[config.mk]
export PLATFORM = sky130hd
export DESIGN_NAME = spi_duty_sweep_sequencer
export DESIGN_NICKNAME = d
export VERILOG_FILES = /design/src/rtl/spi_duty_sweep_sequencer.sv
export SDC_FILE = /design/constraint.sdc
export NUM_CORES = 1
export LEC_CHECK = 0
export CAP_MARGIN = 30
export CORE_MARGIN = 2
export CORE_UTILIZATION = 55
export CTS_CLUSTER_DIAMETER = 40
export DETAILED_ROUTE_END_ITERATION = 16
export PLACE_DENSITY = 0.91
export REMOVE_ABC_BUFFERS = 1
export SETUP_SLACK_MARGIN = 0.3
export SYNTH_ARGS = -nofsm -noshare
export SYNTH_HDL_FRONTEND = slang
export SYNTH_SLANG_ARGS = --single-unit
[constraint.sdc]
create_clock -name IN_CLOCK -period 3 [get_ports IN_CLOCK]
set_clock_uncertainty 0.2 [all_clocks]
set_input_delay 0.6 -clock IN_CLOCK [delete_from_list [all_inputs] [get_ports IN_CLOCK]]
set_output_delay 0.6 -clock IN_CLOCK [all_outputs]
set_load 0.03 [all_outputs]
[src/rtl/spi_duty_sweep_sequencer.sv]
// rtl/spi_duty_sweep_sequencer.sv - stepped duty-code sweep driving an SPI master launch/data pair, paced by its CS.
module spi_duty_sweep_sequencer #(
  parameter int PACK_LENGTH       = 8,
  parameter int STEP              = 15,
  parameter int MAX_VALUE         = 255,
  parameter int SETUP_CYCLES      = 3,
  parameter int HOLD_CYCLES       = 3,
  parameter int GAP_CYCLES        = 128,
  parameter int WRAP_PAUSE_CYCLES = 1000,
  parameter int LAUNCH_TIMEOUT    = 4096
) (
  input  logic                   IN_CLOCK,
  input  logic                   IN_RESET,
  input  logic                   IN_ENABLE,
  input  logic                   IN_CS,
  output logic [PACK_LENGTH-1:0] OUT_DATA,
  output logic                   OUT_LAUNCH,
  output logic                   OUT_FRAME_DONE,
  output logic                   OUT_TIMEOUT,
  output logic [15:0]            OUT_FRAME_COUNT
);

  localparam int PAUSE_CYCLES = GAP_CYCLES + WRAP_PAUSE_CYCLES;
  localparam int TERM_A = (SETUP_CYCLES > HOLD_CYCLES) ? SETUP_CYCLES : HOLD_CYCLES;
  localparam int TERM_B = (PAUSE_CYCLES > LAUNCH_TIMEOUT) ? PAUSE_CYCLES : LAUNCH_TIMEOUT;
  localparam int TERM_MAX = (TERM_A > TERM_B) ? TERM_A : TERM_B;
  localparam int CNT_W = $clog2(TERM_MAX + 1);

  localparam logic [CNT_W-1:0] SETUP_LAST   = CNT_W'(SETUP_CYCLES - 1);
  localparam logic [CNT_W-1:0] HOLD_LAST    = CNT_W'(HOLD_CYCLES - 1);
  localparam logic [CNT_W-1:0] GAP_LAST     = CNT_W'(GAP_CYCLES - 1);
  localparam logic [CNT_W-1:0] PAUSE_LAST   = CNT_W'(PAUSE_CYCLES - 1);
  localparam logic [CNT_W-1:0] TIMEOUT_LAST = CNT_W'(LAUNCH_TIMEOUT - 1);
  localparam logic [PACK_LENGTH:0] STEP_EXT = (PACK_LENGTH + 1)'(STEP);
  localparam logic [PACK_LENGTH:0] MAX_EXT  = (PACK_LENGTH + 1)'(MAX_VALUE);

  typedef enum logic [2:0] {
    ST_IDLE,
    ST_SETUP,
    ST_LAUNCH,
    ST_HOLD,
    ST_WAIT_DONE,
    ST_GAP,
    ST_WRAP_PAUSE
  } state_t;

  state_t                 state;
  logic [CNT_W-1:0]       cnt;
  logic [PACK_LENGTH-1:0] code;
  logic                   prev_cs;
  logic                   cs_fall;
  logic                   cs_rise;
  logic                   frame_end;
  logic [PACK_LENGTH:0]   next_code;
  logic                   wrap;

  assign cs_fall   = prev_cs & ~IN_CS;
  assign cs_rise   = ~prev_cs & IN_CS;
  // A frame completes on CS rising either after the hold or still inside it.
  assign frame_end = cs_rise & ((state == ST_HOLD) | (state == ST_WAIT_DONE));
  // One extra bit so an overflowing step is seen as larger than MAX_VALUE.
  assign next_code = {1'b0, code} + STEP_EXT;
  assign wrap      = next_code > MAX_EXT;

  always_ff @(posedge IN_CLOCK) begin
    if (IN_RESET) begin
      state           <= ST_IDLE;
      cnt             <= '0;
      code            <= '0;
      prev_cs         <= 1'b1;
      OUT_DATA        <= '0;
      OUT_LAUNCH      <= 1'b0;
      OUT_FRAME_DONE  <= 1'b0;
      OUT_TIMEOUT     <= 1'b0;
      OUT_FRAME_COUNT <= '0;
    end else begin
      prev_cs        <= IN_CS;
      OUT_FRAME_DONE <= 1'b0;
      cnt            <= cnt + CNT_W'(1);
      if (frame_end) begin
        cnt             <= '0;
        OUT_LAUNCH      <= 1'b0;
        OUT_FRAME_DONE  <= 1'b1;
        OUT_FRAME_COUNT <= OUT_FRAME_COUNT + 16'd1;
        code            <= wrap ? '0 : next_code[PACK_LENGTH-1:0];
        state           <= wrap ? ST_WRAP_PAUSE : ST_GAP;
      end else begin
        case (state)
          ST_IDLE: begin
            cnt        <= '0;
            OUT_LAUNCH <= 1'b0;
            if (IN_ENABLE && IN_CS) begin
              OUT_DATA <= code;
              state    <= ST_SETUP;
            end
          end
          ST_SETUP: begin
            if (cnt == SETUP_LAST) begin
              cnt        <= '0;
              OUT_LAUNCH <= 1'b1;
              state      <= ST_LAUNCH;
            end
          end
          ST_LAUNCH: begin
            if (cs_fall) begin
              cnt   <= '0;
              state <= ST_HOLD;
            end else if (cnt == TIMEOUT_LAST) begin
              // Code is left untouched so the same word is retried.
              cnt         <= '0;
              OUT_LAUNCH  <= 1'b0;
              OUT_TIMEOUT <= 1'b1;
              state       <= ST_GAP;
            end
          end
          ST_HOLD: begin
            if (cnt == HOLD_LAST) begin
              cnt        <= '0;
              OUT_LAUNCH <= 1'b0;
              state      <= ST_WAIT_DONE;
            end
          end
          ST_WAIT_DONE: cnt <= '0;
          ST_GAP: begin
            if (cnt == GAP_LAST) begin
              cnt   <= '0;
              state <= ST_IDLE;
            end
          end
          ST_WRAP_PAUSE: begin
            if (cnt == PAUSE_LAST) begin
              cnt   <= '0;
              state <= ST_IDLE;
            end
          end
          default: begin
            cnt   <= '0;
            state <= ST_IDLE;
          end
        endcase
      end
    end
  end

endmodule

# Word level (Yosys, flattened, before mapping)
# Index checks and enable logic that the tools add are counted.
# op_classes
add_sub_neg	3
eq_ne	21
n_mux	23
n_reduce_logical	9
n_lt_le_gt_ge	1
bitwise_logic	8
# op_table
cell	n
13-bit two-way mux	5
13-bit one-hot mux with 4 select lines	1
3-bit two-way mux	8
3-bit one-hot mux with 7 select lines	1
16-bit by 1-bit adder with 16-bit output (second input constant)	1
13-bit by 1-bit adder with 13-bit output (second input constant)	1
13-bit by 11-bit == test with 1-bit output (second input constant)	1
13-bit by 12-bit == test with 1-bit output (second input constant)	1
13-bit by 2-bit == test with 1-bit output (second input constant)	1
13-bit by 7-bit == test with 1-bit output (second input constant)	1
3-bit != test (second input constant)	4
8-bit by 4-bit adder with 9-bit output (second input constant)	1
3-bit == test (second input constant)	3
9-bit by 8-bit greater-than comparator with 1-bit output (second input constant)	1
8-bit two-way mux	1
2-bit != test (second input constant)	4
7-bit AND reduction	1
3-bit by 2-bit == test with 1-bit output (second input constant)	2
1-bit two-way mux	5
5-bit AND reduction	1
4-bit != test (second input constant)	1
1-bit NOT	4
1-bit one-hot mux with 4 select lines	1
4-bit AND reduction	1
other kinds (11)	14
# totals
output_inout_bits	27
inputBits	4
ff_bits	52
elab_cells	74

# Logic depth before layout (Yosys ltp)
# logic_depth
ltp_word	5
ltp_mapped	9
depth_no_buf	8

# Least setup slack after synthesis
# OpenSTA, ideal clock, no wires.
# synth_timing
kind	reg-to-reg
startpoint	register code[0]
endpoint	register code[7]
path_stages_with_launch	10
setup_time_ps	120
t_arrival_ps	1736
slack_ps	944
required_time_ps	2680
period_less_slack_ps	2056
path_buffers	1
cell_sequence	dfxtp_1 > inv_1 > ha_1 > nor4b_1 > o21ai_0 > a21o_1 > nand3_1 > buf_2 > nor2_1 > a211o_1
# synth_between
elab_chain_cells	3
# synth_lines
element	line	source
start, declared	49	logic [PACK_LENGTH-1:0] code;
start signal, assigned	85	code <= wrap ? '0 : next_code[PACK_LENGTH-1:0];
8-bit by 4-bit adder with 9-bit output *	62	assign next_code = {1'b0, code} + STEP_EXT;
9-bit by 8-bit greater-than comparator with 1-bit output	63	assign wrap = next_code > MAX_EXT;
8-bit two-way mux *	85	
# Every way passes the cells marked *; elsewhere a longest branch is shown, timed or not.
# A chain may end at the register's enable or synchronous reset.

# Final worst setup path
# layout_timing
startpoint	input port IN_CS
endpoint	register code[5]
# layout_between
elab_chain_cells	2
# layout_lines
element	line	source
start, declared	15	input logic IN_CS,
1-bit AND	58	assign cs_rise = ~prev_cs & IN_CS;
1-bit AND	60	assign frame_end = cs_rise & ((state == ST_HOLD) | (state == ST_WAIT_DONE));
# No other way between the ends.

==> metrics.txt <==
Pint=0.911 mW; Yosys cell types=58; share of synthesized registers carrying an async set or reset=0%; flop and latch count out of synthesis=52; clock buffer depth=2; CP bufs+invs=2; CTS Hold Bufs=0; Area contributors post-synth=dfxtp_1 (40%), nor2_1 (5.3%), xor2_1 (4.7%); Worst-Skew Late Latency=310 ps; final core occ=65.6%; Initial Util=56.4%; RR Endpoint=code[5]$_SDFFE_PP0P_; Post-synth EDFFs=0; Post-route DRC=0; crit-path cells=clkdlybuf4s50_1 -> nor2b_1 -> buf_4 -> o21a_1 -> nand3_1 -> nor3_1 -> a21o_1; routability-driven placement congestion ratio=0.873; area of the mapped netlist=2630 sq um; Crit path max-delay family=simple AND/OR/NAND/NOR gates; WL/cell=14.2 um; Startpoint Class=input port; Slew @ Worst Pin=619 ps; Post-DRT Antenna Nets=0; cell with the largest stage delay on the worst path=clkdlybuf4s50_1; Die ar.=5350 sq um; reg-to-reg setup timing slack=600 ps; worst setup path class=input port to flip-flop; root buffer cell=clkbuf_8; Via density=5.70; setup_tns=0 ps; DRT iter0 DRCs=188; NetSw=0.272 mW; status=complete, no violations; hold endpoint=OUT_TIMEOUT$_SDFFE_PP0P_; WHS Path Cells=2; crit path max fanout=11; largest net degree at the start of global routing=19; Clk pin slew, worst setup/hold paths=90 ps; TritonCTS clock tree=built; n_diodes=0; Flop pwr share=59.4%; placed cells=373; number of primary I/O pins=31; Seq/Total Area, Yosys=39.6%; Pwr Density=387 nW/um^2; CTS Buf Count=5; CTS sink cnt=52; WP data required=3060 ps; port buffer count=30; Hold Path Origin=OUT_TIMEOUT$_SDFFE_PP0P_; post-route minimum period=2470 ps; Slew HR=58.7%; top-area cell type share of the netlist area=39.6%; peak supply drop=200 uV; Row Count=25; power share of the combinational group=5.7%; core area=4660 sq um; final worst-path cycle share=82.4%; WL final=5.42 mm; Static Leak=1.07 nW; Max Cap Viol=0; Net Sw Frac=23.0%; main flop type after synthesis=dfxtp_1; Synth Warn #=0; CP Capture Type=flip-flop; initial antenna violation count=0; layout cells sized above 1=12.8%; Post-Syn Instances=295; most frequent cells in the layout=dfxtp_1 (51), nor2_1 (37), clkdlybuf4s50_1 (30); first-pass GRT wire length=9.05 mm; RSZ-0062 raised after global routing=false; nets=334; Yosys top cell by area=dfxtp_1; Mapped Avg Cell Area=8.91 sq um; Area growth syn-to-layout=16.4%; DR vias=2,170; Hold Vio Cnt, Final=0; Die H=73.1 um; Crit path depth=7; most common cell after layout, fill and taps aside=dfxtp_1; final setup vio count=0; global-route total usage across every layer=21.8%; f_max=405 MHz; vias in the first global route=1,932; H-tree Lvls=2; Worst Hold Class=flip-flop to flip-flop; max-slew violations=0; Critical R2R Launch=state[0]$_SDFFE_PP0P_; 1st-pass router iterations=4; grt total ovfl=0; R2R depth=5; Worst EP arrival=2530 ps; non-filler cells, final=381; clock power share=34.9%; CP peak stage delay=540 ps; Final HPWL DP=3.90 mm; die width=73.1 um
==> power by group through the flow <==
stage	registers, mW	clock network [mW]	logic [mW]
floorplan	0.718	0	0.0403
global placement	0.718	0	0.0646
detailed placement	0.719	0	0.0668
CTS	0.702	0.430	0.0671
global route	0.704	0.454	0.0739
finish	0.702	0.413	0.0673
==> sequential cells by signal, indices dropped and copies added, names as in the netlist <==
register / flops
code: 8
OUT_FRAME_DONE: 1
OUT_FRAME_COUNT: 16
state: 3
OUT_DATA: 8
cnt: 13
OUT_LAUNCH: 1
prev_cs: 1
OUT_TIMEOUT: 1
==> synthesized netlist by cell type (3+ instances only) <==
cell type / instances
clkbuf_1: 5
nand2b_1: 3
xor2_1: 14
dfxtp_1: 52
mux2i_1: 10
ha_1: 4
nor2_2: 10
a21oi_1: 14
and3_1: 3
nand3_1: 19
nand2_1: 22
buf_2: 3
inv_1: 8
a21o_1: 4
xnor2_1: 9
or3_1: 5
nor3_1: 6
nor2_1: 37
nand4_1: 6
o21ai_0: 13
o22ai_1: 3
==> final cells by class <==
class	instances	area [sq um]
clock buffers	7	86.3
clock inverters	1	7.51
fillers	385	1600
inverters	8	30.0
multi-input cells	224	1490
flip-flops and latches	52	1040
well taps	54	67.6
repair buffers	35	338
==> routing by layer <==
| metal | wire (um) | GRT usage [%] | vias up |
|---|---|---|---|
| li1 | - | - | 1091 |
| met1 | 2420 | 28.2 | 1026 |
| met2 | 2680 | 35.3 | 47 |
| met3 | 229 | 4.83 | 6 |
| met4 | 86 | 8.02 | 0 |
| met5 | 0 | 0 | - |
==> through the flow <==
stage	instance area [sq um]	total power, mW	hold slack, ps	setup WS (ps)
after floorplan	2560	0.759	239	734
after CTS	3060	1.20	286	535
after detailed placement	2960	0.785	260	229
final	3060	1.18	276	529
after global routing	3060	1.23	309	356
after global placement	2960	0.783	253	329
==> worst min-delay path, cell delays in order, from the launching register on <==
cell	delay, ps
dfxtp_1	340
a21oi_1	40
nor2_1	70
==> worst max path at each step <==
stage / endpoint / startpoint / slack, ps
after floorplan: code[7]$_SDFFE_PP0P_ / IN_CS / 730
after global placement: code[7]$_SDFFE_PP0P_ / IN_CS / 330
after detailed placement: code[5]$_SDFFE_PP0P_ / IN_CS / 230
after CTS: code[7]$_SDFFE_PP0P_ / state[2]$_SDFFE_PP0P_ / 540
after global routing: code[7]$_SDFFE_PP0P_ / IN_CS / 360
final: code[5]$_SDFFE_PP0P_ / IN_CS / 530
==> repair_timing <==
action | 4_1_cts | 5_1_grt
setup endpoints to repair | 0 | 3
resized for setup | 0 | 1
setup buffers | 0 | 0
==> logic make-up (layout without fill, tap and decap cells) <==
kind of cell | Yosys count | in the layout | synth area share, %
compound gates | 52 | 52 | 14.2
xor+xnor | 23 | 23 | 7.67
fa+ha+maj | 4 | 4 | 1.90
buf+inv | 19 | 51 | 3.76
flops | 52 | 52 | 39.6
mux | 10 | 10 | 3.81
simple gates | 135 | 135 | 29.0
Note: power is estimated with default switching activity, not from simulation.
